## src/rtl/mvu_pump_bridge.sv

```systemverilog
// Double-pumped bridge between a slow-clock MVU/VVU datapath and a 2x-clocked
// compute core: splits each slow word into Lo/Hi halves and re-widens results.
module mvu_pump_bridge #(
  parameter int PE               = 1,
  parameter int SIMD             = 2,
  parameter int ACT_PE           = 1,
  parameter int WEIGHT_WIDTH     = 8,
  parameter int ACTIVATION_WIDTH = 8,
  parameter int ACCU_WIDTH       = 32,
  parameter int IN_REGS          = 1
) (
  input  logic                                         clk2x,
  input  logic                                         rst,
  input  logic [PE*SIMD*WEIGHT_WIDTH-1:0]              in_w,
  input  logic [ACT_PE*SIMD*ACTIVATION_WIDTH-1:0]      in_a,
  input  logic                                         in_zero,
  input  logic                                         in_last,
  output logic [PE*((SIMD+1)/2)*WEIGHT_WIDTH-1:0]      core_w,
  output logic [ACT_PE*((SIMD+1)/2)*ACTIVATION_WIDTH-1:0] core_a,
  output logic                                         core_zero,
  output logic                                         core_last,
  input  logic                                         core_vld,
  input  logic [PE*ACCU_WIDTH-1:0]                     core_p,
  output logic                                         out_vld,
  output logic [PE*ACCU_WIDTH-1:0]                     out_p,
  output logic                                         err_overlap,
  output logic                                         err_last
);

  localparam int CORE_SIMD = (SIMD + 1) / 2;
  localparam int HW        = CORE_SIMD * WEIGHT_WIDTH;      // one half, one lane
  localparam int HA        = CORE_SIMD * ACTIVATION_WIDTH;
  localparam int CW        = PE * HW;
  localparam int CA        = ACT_PE * HA;

  if (ACT_PE != 1 && ACT_PE != PE) begin : g_bad_act_pe
    $fatal(1, "mvu_pump_bridge: ACT_PE must be 1 or PE");
  end
  if (IN_REGS < 1 || IN_REGS > 3) begin : g_bad_in_regs
    $fatal(1, "mvu_pump_bridge: IN_REGS must be in 1..3");
  end

  // Per-lane zero extension to 2*CORE_SIMD elements; pad slots are hard zeros.
  logic [CW-1:0] lo_w, hi_w;
  logic [CA-1:0] lo_a, hi_a;

  for (genvar p = 0; p < PE; p++) begin : g_w_lane
    logic [2*HW-1:0] pad;
    assign pad = (2*HW)'(in_w[p*SIMD*WEIGHT_WIDTH +: SIMD*WEIGHT_WIDTH]);
    assign lo_w[p*HW +: HW] = pad[0  +: HW];
    assign hi_w[p*HW +: HW] = pad[HW +: HW];
  end

  for (genvar p = 0; p < ACT_PE; p++) begin : g_a_lane
    logic [2*HA-1:0] pad;
    assign pad = (2*HA)'(in_a[p*SIMD*ACTIVATION_WIDTH +: SIMD*ACTIVATION_WIDTH]);
    assign lo_a[p*HA +: HA] = pad[0  +: HA];
    assign hi_a[p*HA +: HA] = pad[HA +: HA];
  end

  logic                            active_q, active_d;
  logic [IN_REGS-1:0][CW-1:0]      w_q, w_d;
  logic [IN_REGS-1:0][CA-1:0]      a_q, a_d;
  logic [IN_REGS-1:0]              zero_q, zero_d;
  logic [IN_REGS-1:0]              last_q, last_d;
  logic                            out_vld_q, out_vld_d;
  logic [PE*ACCU_WIDTH-1:0]        out_p_q, out_p_d;
  logic                            err_overlap_q, err_overlap_d;
  logic                            err_last_q, err_last_d;
  logic                            last_pend_q, last_pend_d;
  logic                            step;

  always_comb begin
    active_d  = ~active_q;
    w_d[0]    = active_q ? hi_w : lo_w;
    a_d[0]    = active_q ? hi_a : lo_a;
    zero_d[0] = in_zero;
    last_d[0] = in_last & ~in_zero & active_q;
    for (int k = 1; k < IN_REGS; k++) begin
      w_d[k]    = w_q[k-1];
      a_d[k]    = a_q[k-1];
      zero_d[k] = zero_q[k-1];
      last_d[k] = last_q[k-1];
    end

    // Result stays up through the next slow edge; a new one landing while
    // a result still awaits that edge overwrites it.
    out_vld_d     = core_vld | (out_vld_q & ~active_q);
    out_p_d       = core_vld ? core_p : out_p_q;
    err_overlap_d = err_overlap_q | (core_vld & out_vld_q & ~active_q);

    // Slow-cycle last tracking; bubbles neither extend nor break a run.
    step        = active_q & ~in_zero;
    last_pend_d = step ? in_last : last_pend_q;
    err_last_d  = err_last_q | (step & in_last & last_pend_q);
  end

  always_ff @(posedge clk2x) begin
    if (rst) begin
      active_q      <= 1'b0;
      w_q           <= '0;
      a_q           <= '0;
      zero_q        <= '1;
      last_q        <= '0;
      out_vld_q     <= 1'b0;
      out_p_q       <= '0;
      err_overlap_q <= 1'b0;
      err_last_q    <= 1'b0;
      last_pend_q   <= 1'b0;
    end else begin
      active_q      <= active_d;
      w_q           <= w_d;
      a_q           <= a_d;
      zero_q        <= zero_d;
      last_q        <= last_d;
      out_vld_q     <= out_vld_d;
      out_p_q       <= out_p_d;
      err_overlap_q <= err_overlap_d;
      err_last_q    <= err_last_d;
      last_pend_q   <= last_pend_d;
    end
  end

  assign core_w      = w_q[IN_REGS-1];
  assign core_a      = a_q[IN_REGS-1];
  assign core_zero   = zero_q[IN_REGS-1];
  assign core_last   = last_q[IN_REGS-1];
  assign out_vld     = out_vld_q;
  assign out_p       = out_p_q;
  assign err_overlap = err_overlap_q;
  assign err_last    = err_last_q;

endmodule

```

## config.mk

```make
export PLATFORM = sky130hd
export DESIGN_NAME = mvu_pump_bridge
export DESIGN_NICKNAME = d
export VERILOG_FILES = /design/src/rtl/mvu_pump_bridge.sv
export SDC_FILE = /design/constraint.sdc
export NUM_CORES = 1
export LEC_CHECK = 0
export ABC_CLOCK_PERIOD_IN_PS = 1130
export CAP_MARGIN = 20
export CORE_UTILIZATION = 36
export DETAILED_ROUTE_END_ITERATION = 6
export PLACE_DENSITY_LB_ADDON = 0.05
export SLEW_MARGIN = 20
export SYNTH_ARGS = -nofsm -noshare
export SYNTH_HDL_FRONTEND = slang
export SYNTH_SLANG_ARGS = --single-unit
```

## constraint.sdc

```tcl
create_clock -name clk2x -period 1.13 [get_ports clk2x]
set_input_delay 0.1695 -clock clk2x [delete_from_list [all_inputs] [get_ports clk2x]]
set_output_delay 0.1695 -clock clk2x [all_outputs]
set_load 0.02 [all_outputs]
```

-- Yosys cells after proc, flatten, opt, wreduce, memory -nomap -nowiden
Index checks and enable logic that the tools add are counted.
- output and inout port bits: 53
- register bits: 55
- logic and storage cells: 25
- input port bits: 69
- multiplexer cells: 2
- bitwise operators: 13
- operators with widths (cell ; count):
    2-to-1 mux 8 bit ; 2
    AND 1 bit ; 8
    OR 1 bit ; 3
    NOT 1 bit ; 2

-- Depth between registers and ports, before layout
Gate-level depths: netlist of run 1.
- depth in word-level cells: 5
- depth in mapped cells: 4

-- Least setup slack after synthesis of run 1
No wires, ideal clock.
- path type: register -> register
- start: register active_q
- end: register a_q (netlist bit core_a[5])
- path slack: 0.214 ns
- required time: 1.013 ns
- period minus slack after synthesis: 0.916 ns
- stages on the path, launching flop included: 5
- arrival: 0.799 ns
- path buffers: 2
- cell sequence: dfxtp_1 -> buf_6 -> buf_12 -> mux2i_1 -> nor2_1
- longest elaborated chain between the ends: 1
- RTL lines (item ; RTL line ; RTL):
    start, declared ; 61 ; logic active_q, active_d;
    start signal, assigned ; 111 ; active_q <= active_d;
    2-to-1 mux 8 bit ; 76 ; a_d[0] = active_q ? hi_a : lo_a;
    end signal, assigned ; 102 ; a_q <= '0;
    end signal, assigned ; 113 ; a_q <= a_d;
    end, declared ; 63 ; logic [IN_REGS-1:0][CA-1:0] a_q, a_d;
No other way between the ends.
A chain may end at the register's enable or synchronous reset.

-- Worst setup path after layout of run 1
- start: register a_q (netlist bit core_a[5])
- end: output port core_a[5]
- RTL lines (item ; RTL line ; RTL):
    end, declared ; 19 ; output logic [ACT_PE*((SIMD+1)/2)*ACTIVATION_WIDTH-1:0] core_a,
No word-level cell between the ends.

==> flow_metrics.py, run 1 <==
metrics = {
    "cts": {
        "post_cts_buffers": 0,
        "cts.sinks": 55,
        "clk_pin_slew_worst_paths_ps": 90,
        "clk_latency_ps": 300,
        "cts_tree": "yes",
        "cts_made_buffers": 5,
        "post_cts_resized": 111,
        "h-tree-depth": 2,
        "clockRootBuffer": "clkbuf_8",
        "clockBufferDepth": 2,
        "cts_hold_buffers": 0,
    },
    "sta": {
        "hold_viol": 0,
        "tightest_slew_ps": 296,
        "fin_skew_ps": 5.09,
        "fin_worst_hold_slack_ps": 125,
        "fmax_mhz": 914,
        "maxSlewViolCount": 0,
        "setup_viol": 0,
        "finalSetupTns_ps": 0,
        "fin_crit_sh_pct": 96.8,
        "min_period_ps": 1090,
        "slew_headroom_pct": 80.3,
        "rsz0062_at_grt": "false",
    },
    "finish": {
        "nFillCells": 506,
        "layout-drive-gt1-share_pct": 21.1,
        "fin_nets": 367,
        "area_growth_pct": 58.0,
        "fin_area_um2": 3130,
        "antennaDiodeCount": 0,
        "fin_util_pct": 60.1,
    },
    "run": {
        "cap_violations": 0,
    },
    "global_routing": {
        "grt_pass1_vias": 1601,
        "antenna_found_initial": 0,
        "grt.total_usage_pct": 16.3,
        "grt_pass1_wl_mm": 7.50,
        "grt_max_degree": 35,
        "overflow": 0,
    },
    "logic_synthesis": {
        "synth.top_cell.area_share_pct": 55.6,
        "synthMostInstantiatedCell": "dfxtp_1",
        "syn_avg_cell_area_um2": 11.2,
        "synth_cell_types": 14,
        "yosys-top-cells-area": "dfxtp_1 (56%), mux2i_1 (24%), nor2_1 (10%), buf_12 (4.0%), buf_2 (1.5%)",
        "synth-main-ff-cell": "dfxtp_1",
        "muxShareOfSynthArea_pct": 24.3,
        "yosysWarnings": 0,
        "netlist_instances": 177,
        "synthXorXnorAreaFrac_pct": 0,
        "synth-seq-area-share_pct": 55.6,
        "synth_seq_cells": 55,
        "synth_compound_area_share_pct": 1.01,
        "synth_common_cells": "dfxtp_1 (55), nor2_1 (54), mux2i_1 (48)",
        "synth_nets": 246,
        "synth-simple-area-share_pct": 12.4,
        "synth_top_family_by_area": "multiplexers",
        "synth_top_area_cell": "dfxtp_1",
        "synth_edf_count": 0,
        "ys_async_sr_fraction_pct": 0,
        "synth_adder_area_share_pct": 0,
        "syn_area_um2": 1980,
    },
    "critical_path": {
        "setup.worst_path.end_class": "primary output",
        "path_buf_inv": 1,
        "cp_cell_sequence": "dlygate4sd2_1",
        "start_kind": "flop",
        "cp_top_family": "buffers and inverters",
        "critPathMaxFanout": 1,
        "required_ps": 960,
        "arrival_ps": 920,
        "slowest_stage": "dlygate4sd2_1",
        "slowest_delay_ps": 320,
        "crit_type": "flop to primary output",
    },
    "die": {
        "coreArea_um2": 5200,
        "die_h_um": 76.2,
        "die-area_um2": 5800,
        "ios": 122,
        "dieWidth_um": 76.2,
        "floorplan.initialDensity_pct": 38.1,
        "num_rows": 26,
    },
    "power": {
        "power_density_nw_per_um2": 1290,
        "irDropWorstVdd_uv": 776,
        "leakagePower_nw": 1.43,
    },
    "placement": {
        "portBuffers": 121,
        "dpl_cell_area_um2": 3200,
        "gp_congestion": 0.746,
        "dp_hpwl_mm": 3.24,
    },
    "drt": {
        "drtIter0Drc": 65,
        "wl_per_cell_um": 11.8,
        "ant_nets": 0,
        "routed_wl_mm": 4.36,
        "vias_per_cell": 4.42,
        "via_count": 1631,
        "drc": 0,
        "firstDrtPassIters": 4,
    },
    "run_status": {
        "status": "finished clean",
    },
    "min_path": {
        "min_path_type": "input port to flop",
    },
}
-- stage by stage --
step	setup slack (ps)	std cells	total power, W
after floorplan	214	177	0.00257
after global placement	17.2	361	0.00304
after detailed placement	15.8	361	0.00305
after CTS	0.174	369	0.00415
after global routing	0.359	369	0.00429
final	36.4	369	0.00404
-- report_power, final --
group,internal [W],total [W],switching (W)
registers,0.00206,0.00210,0.0000469
logic,0.000434,0.000797,0.000363
clock network,0.000560,0.00114,0.000582
total,0.00305,0.00404,0.000992
-- final cells by class --
type / instances / area [µm²] / share of cell area, %
clock buffers: 8 / 100 / 3.20
multi-input cells: 110 / 747 / 23.9
flip-flops and latches: 55 / 1100 / 35.2
well taps: 70 / 87.6 / 2.80
repair buffers: 126 / 1090 / 34.9
-- layout by cell type, fill, tap and decap left out, drive strengths merged --
master,Yosys,layout
clkdlybuf4s50,0,66
nor2,54,54
or2,1,1
clkdlybuf4s15,0,16
clkbuf,0,39
dfxtp,55,55
nand2b,1,1
mux2i,48,48
a21oi,2,2
nand2,1,1
buf,12,12
dlygate4sd2,0,1
a31oi,1,1
nor2b,2,2
-- worst paths after layout --
check | from | end | slack (ps) | cells past startpoint
worst max-delay path | core_a[5] | core_a[5] | 40 | 1
worst min-delay path | rst | core_zero | 130 | 2
worst max register to register | active_q | err_overlap | 180 | 4
worst min register to register | out_p[28] | out_p[28] | 500 | 2
-- registers in the layout, summed over array words and instances (netlist names) --
register     flops
err_last         1
core_zero        1
out_p           32
out_vld          1
core_a           8
last_pend_q      1
core_last        1
core_w           8
err_overlap      1
active_q         1
-- per-layer routing --
metal | vias up | wire [µm] | track usage, %
met5 | - | 0 | 0
met4 | 0 | 45 | 5.96
met3 | 5 | 430 | 6.47
met1 | 735 | 1750 | 18.1
li1 | 818 | - | -
met2 | 73 | 2130 | 28.0
-- cell families (layout without fill, tap and decap cells) --
family / after synthesis / count (layout)
mux: 48 / 48
compound gates: 3 / 3
simple gates: 59 / 59
buf+inv: 12 / 134
flops: 55 / 55
Power figures use the tool's default switching activity.
==> inputs of run 2 (changes only) <==
--- a/config.mk
+++ b/config.mk
@@ -5,7 +5,7 @@
 export SDC_FILE = /design/constraint.sdc
 export NUM_CORES = 1
 export LEC_CHECK = 0
-export ABC_CLOCK_PERIOD_IN_PS = 1130
+export ABC_AREA = 0
 export CAP_MARGIN = 20
 export CORE_UTILIZATION = 36
 export DETAILED_ROUTE_END_ITERATION = 6
==> results of run 2 <==
Final layout, timing and power as in run 1 (identical DEF).
==> edit 1, RTL diff (flow settings as in run 2) <==
Add an input register stage for `in_w`, `in_a`, `in_zero`, `in_last`, `core_vld` and `core_p`; this delays them by one clock.
--- a/src/rtl/mvu_pump_bridge.sv
+++ b/src/rtl/mvu_pump_bridge.sv
@@ -35,2 +35,18 @@
 
+  logic [PE*SIMD*WEIGHT_WIDTH-1:0] in_w_q;
+  logic [ACT_PE*SIMD*ACTIVATION_WIDTH-1:0] in_a_q;
+  logic in_zero_q;
+  logic in_last_q;
+  logic core_vld_q;
+  logic [PE*ACCU_WIDTH-1:0] core_p_q;
+
+  always_ff @(posedge clk2x) begin
+    in_w_q     <= in_w;
+    in_a_q     <= in_a;
+    in_zero_q  <= in_zero;
+    in_last_q  <= in_last;
+    core_vld_q <= core_vld;
+    core_p_q   <= core_p;
+  end
+
   if (ACT_PE != 1 && ACT_PE != PE) begin : g_bad_act_pe
@@ -48,3 +64,3 @@
     logic [2*HW-1:0] pad;
-    assign pad = (2*HW)'(in_w[p*SIMD*WEIGHT_WIDTH +: SIMD*WEIGHT_WIDTH]);
+    assign pad = (2*HW)'(in_w_q[p*SIMD*WEIGHT_WIDTH +: SIMD*WEIGHT_WIDTH]);
     assign lo_w[p*HW +: HW] = pad[0  +: HW];
@@ -55,3 +71,3 @@
     logic [2*HA-1:0] pad;
-    assign pad = (2*HA)'(in_a[p*SIMD*ACTIVATION_WIDTH +: SIMD*ACTIVATION_WIDTH]);
+    assign pad = (2*HA)'(in_a_q[p*SIMD*ACTIVATION_WIDTH +: SIMD*ACTIVATION_WIDTH]);
     assign lo_a[p*HA +: HA] = pad[0  +: HA];
@@ -76,4 +92,4 @@
     a_d[0]    = active_q ? hi_a : lo_a;
-    zero_d[0] = in_zero;
-    last_d[0] = in_last & ~in_zero & active_q;
+    zero_d[0] = in_zero_q;
+    last_d[0] = in_last_q & ~in_zero_q & active_q;
     for (int k = 1; k < IN_REGS; k++) begin
@@ -87,10 +103,10 @@
     // a result still awaits that edge overwrites it.
-    out_vld_d     = core_vld | (out_vld_q & ~active_q);
-    out_p_d       = core_vld ? core_p : out_p_q;
-    err_overlap_d = err_overlap_q | (core_vld & out_vld_q & ~active_q);
+    out_vld_d     = core_vld_q | (out_vld_q & ~active_q);
+    out_p_d       = core_vld_q ? core_p_q : out_p_q;
+    err_overlap_d = err_overlap_q | (core_vld_q & out_vld_q & ~active_q);
 
     // Slow-cycle last tracking; bubbles neither extend nor break a run.
-    step        = active_q & ~in_zero;
-    last_pend_d = step ? in_last : last_pend_q;
-    err_last_d  = err_last_q | (step & in_last & last_pend_q);
+    step        = active_q & ~in_zero_q;
+    last_pend_d = step ? in_last_q : last_pend_q;
+    err_last_d  = err_last_q | (step & in_last_q & last_pend_q);
   end
Formal check against the unedited RTL: not equivalent (a bounded check fails within 4 cycles, from zero or initial values and one cycle with rst high).
==> edit 1 against run 2 <==
- the run now ends with design-rule violations left
- sequential share of layout area is 12 points higher
- critical path type unchanged
- synthesized area rose by 68%
- non-clock buffer count rose by 6
- total power grew to 2.6 times the old value
- sequential cell count up 67
- wire length rose by 44%
- critical endpoint is now err_last
- register-to-register slack worse by 50 ps
- clock skew is 0.51 ps lower
- worst setup slack got worse by 19 ps
- via count grew 29%
- final area rose by 71%
==> edit 1: results (changes against run 2) <==
[global_routing]
grt_pass1_vias = 2150  ; +34%
grt_pass1_wl_mm = 10.3  ; +37%
grt_max_degree = 26  ; -26%
grt.total_usage = 0.142  ; -0.0210
antenna_found_initial = 0  ; unchanged

[cts]
numCtsBuffers = 17  ; +12
clock_tree.root_cell = clkbuf_8
clock_latency_ps = 490  ; +190 ps
htree_levels = 4  ; +2
path_clk_slew_ps = 60  ; -30 ps

[drt]
drc = 9  ; +9
drtIter0Drc = 54  ; -17%
via_per_inst = 4.19  ; -5.3%
routedWlPerCell_um = 12.5  ; +5.9%
dr.pass1.iters = 7  ; +3

[final_layout]
drive_gt1_frac = 0.382  ; +0.172
finish.net_count = 452  ; +23%
antenna_cells = 0  ; unchanged
fillers = 744  ; +47%

[setup_path]
rrSetupSlack_ps = 130  ; -50 ps
crit_path_max_incr_delay_ps = 340  ; +20 ps
slowest_stage = dfxtp_2
critPathTopFamily = flip-flops
critPathMaxFanout = 2  ; +1
critPathArrivalTime_ps = 940  ; +20 ps

[yosys]
yosysUniqueCellTypes = 16  ; +2
seq_area_frac_synth = 0.735  ; +0.179
synth_nets = 313  ; +27%
synth_commonest_cells = dfxtp_1 (122), nor2_1 (54), mux2i_1 (48), buf_12 (4), buf_2 (3)
synth.area.top_cells = dfxtp_1 (74%), mux2i_1 (14%), nor2_1 (6.1%), buf_12 (2.4%), buf_6 (0.68%)

[power_and_ir_drop]
total_power_w = 0.0105  ; +160%
pwr-share-seq = 0.444  ; -0.076
clock_power_share = 0.467  ; +0.184
power.leakage_nw = 2.34  ; +64%
ir_worst_vdd_v = 0.00105  ; +36%
p_int_w = 0.00826  ; +170%

[sta]
relSlewSlack = 0.765  ; -0.0375
timing.hold.ws_ps = 61.1  ; -64.1 ps

[run_status]
status = finished, violations left
failed_checks = design-rule violations

[placed_design]
routabilityCongestion = 0.684  ; -8.3%
dp.cells = 469  ; +30%
place_hpwl_mm = 4.03  ; +24%

## edit 1: changes by cell type in the layout (fill, tap and decap cells not counted), sizes merged, moves of 2 or more
| cell | delta |
|---|---|
| clkinv | +4 |
| dfxtp | +67 |
| buf | +53 |
| clkinvlp | +5 |
| clkdlybuf4s15 | -16 |
| clkbuf | -20 |
| bufinv | +2 |
## edit 1: worst paths after layout
kind | startpoint | to | depth (start not counted)
worst max-delay path | err_last | err_last | 1
worst min-delay path | rst | core_w[6] | 2
worst max register to register | active_q | core_a[3] | 3
worst min register to register | g_w_lane[0].pad[3] | core_w[3] | 2
## edit 1: stage by stage
| step | utilization | area, um2 | setup slack [ps] |
|---|---|---|---|
| floorplan | - | 3320 | 201 |
| detailed placement | 0.525 | 4640 | 13.7 |
| global placement | 0.525 | 4640 | 22.5 |
| finish | 0.604 | 5350 | 17.3 |
| global route | 0.604 | 5350 | -34.9 |
| CTS | 0.599 | 5300 | -17.9 |
## edit 1: metal layers
metal / routed length, um / global-route usage
met1: 2700 / 0.164
met2: 2840 / 0.215
met3: 652 / 0.0709
met4: 106 / 0.0781
met5: 0 / 0
## edit 1: logic make-up after synthesis
| family | count (synthesis) | share of synthesized area |
|---|---|---|
| AO/OA/AOI/OAI | 3 | 0.00603 |
| buffers and inverters | 12 | 0.0399 |
| flip-flops | 122 | 0.735 |
| multiplexers | 48 | 0.145 |
| AND/OR/NAND/NOR | 59 | 0.0742 |
## edit 1: repair_timing
item | 4_1_cts | 5_1_grt
gates resized for setup | 356 | 15
endpoints found under the setup margin | 53 | 51
setup buffers | 2 | 1
## edit 1: final cells by class
cell class / instances / share of cell area
repair buffers: 132 / 0.263
clock inverters: 12 / 0.0236
flip-flops and latches: 122 / 0.470
multi-input cells: 110 / 0.140
well taps: 108 / 0.0253
clock buffers: 19 / 0.0789
==> edit 2, RTL diff (flow settings as in run 2) <==
Made on the original files. The parameter `ACCU_WIDTH` goes from 32 to 64.
--- a/src/rtl/mvu_pump_bridge.sv
+++ b/src/rtl/mvu_pump_bridge.sv
@@ -8,3 +8,3 @@
   parameter int ACTIVATION_WIDTH = 8,
-  parameter int ACCU_WIDTH       = 32,
+  parameter int ACCU_WIDTH       = 64,
   parameter int IN_REGS          = 1
Ports: changed (resized core_p and out_p); port bits go from 122 to 186. The function was not compared with the original's and may differ.
==> edit 2 against run 2 <==
- wire length rose by 78%
- clock skew barely moved
- non-clock buffer count rose by 67
- sequential power rose by 58%
- total power rose by 69%
- sequential cell count rose by 32
- synthesized area rose by 57%
- final area rose by 55%
- worst setup slack improved by 15 ps
==> edit 2: results (changes against run 2) <==
[run_status]
status = complete, no violations

[final_layout]
finish.net_count = 566  ; +54%
fillers = 792  ; +57%
drive_gt1_frac = 0.232  ; +0.0212
largest_reg_flops = 64  ; +100%
antenna_cells = 0  ; unchanged

[sta]
fin_skew_ps = 5.18  ; +0.0895 ps
tightestPinTransition_ps = 257  ; -39.0 ps

[power_and_ir_drop]
p_sw_frac = 0.248  ; +0.00253
power.leakage_nw = 2.32  ; +63%
ir_worst_vdd_v = 0.000731  ; -5.8%

[yosys]
synth_commonest_cells = dfxtp_1 (87), nor2_1 (86), mux2i_1 (80), clkbuf_1 (7)
synth.area.top_cells = dfxtp_1 (56%), mux2i_1 (26%), nor2_1 (10%), buf_12 (3.2%), buf_4 (1.2%)
synth_nets = 382  ; +55%
yosysUniqueCellTypes = 14  ; unchanged
seq_area_frac_synth = 0.562  ; +0.00561

[setup_path]
critPathTopFamily = flip-flops
rrSetupSlack_ps = 190
cp-endpoint = core_a[4]
critPathMaxFanout = 1  ; unchanged
slowest_stage = dfxtp_1
rr_worst_depth = 3  ; -1
critPathArrivalTime_ps = 910
r2r-end = core_a[2]
cp-startpoint = core_a[4]

[global_routing]
grt_pass1_vias = 2433  ; +52%
grt.total_usage = 0.175  ; +0.0117
grt_max_degree = 38  ; +8.6%
grt_pass1_wl_mm = 11.8  ; +58%

[drt]
routedWlPerCell_um = 13.5  ; +14%
drtIter0Drc = 60  ; -7.7%
dr.pass1.iters = 4  ; unchanged
vias = 2557  ; +57%

[placed_design]
place_hpwl_mm = 5.57  ; +72%
routabilityCongestion = 0.676  ; -9.3%
numPortBuffers = 185  ; +53%

[cts]
clockBufferDepth = 2  ; unchanged
clock_latency_ps = 340  ; +40 ps
numCtsBuffers = 9  ; +4
htree_levels = 3  ; +1

==> edit 2: cell count changes in the layout (fill, tap and decap cells not counted), sizes merged, moves of 27 or more <==
cell           delta
dfxtp            +32
mux2i            +32
clkdlybuf4s50    +32
nor2             +32
clkbuf           -27
buf              +74
==> edit 2: layout make-up <==
class                      count  area, um2  area share
clock buffer                  12        135      0.0279
clock inverter                 4       70.1      0.0145
multi-input combinational    174       1170       0.241
sequential                    87       1740       0.360
tap                          105        131      0.0271
timing repair buffer         193       1600       0.330
==> edit 2: cells by family after synthesis <==
kind of cell	count (synthesis)	share of synthesized area
and+or+nand+nor	91	0.113
DFF	87	0.562
muxes	80	0.258
buffers and inverters	20	0.0617
AOI/OAI and AO/OA	3	0.00525
==> edit 2: power groups by stage <==
stage,Clock [W],Sequential [W],Combinational (W)
2_1_floorplan,0,0.00363,0.000417
3_3_place_gp,0,0.00339,0.00140
3_5_place_dp,0,0.00340,0.00140
4_1_cts,0.00237,0.00333,0.00132
5_1_grt,0.00249,0.00335,0.00133
6_report,0.00228,0.00332,0.00124
==> edit 2: how the worst min path moves through the flow <==
| stage | start | to | slack (ps) |
|---|---|---|---|
| floorplan | in_zero | core_zero | 280 |
| global placement | err_overlap | err_overlap | 450 |
| detailed placement | err_overlap | err_overlap | 460 |
| CTS | rst | core_zero | 120 |
| global route | rst | core_zero | 120 |
| finish | rst | core_zero | 130 |
==> edit 2: timing repair <==
item,4_1_cts,5_1_grt
setup endpoints to repair,85,47
cloned,0,0
gates resized for setup,284,47
setup buffers,0,0
==> edit 2: metal layers <==
metal,up-vias,part of all wire,global-route usage
li1,1288,-,-
met4,0,0.014,0.0758
met2,108,0.47,0.295
met1,1150,0.41,0.191
met3,11,0.10,0.0733
met5,-,0,0
==> edit 2: stage by stage <==
step	cell area [um2]	setup WS [ps]	instances	util
detailed placement	5010	14.9	559	0.607
global placement	5010	23.8	559	0.607
CTS	5140	0.0326	575	0.622
finish	4840	51.4	575	0.587
global route	4840	7.02	575	0.587
floorplan	3100	160	281	-
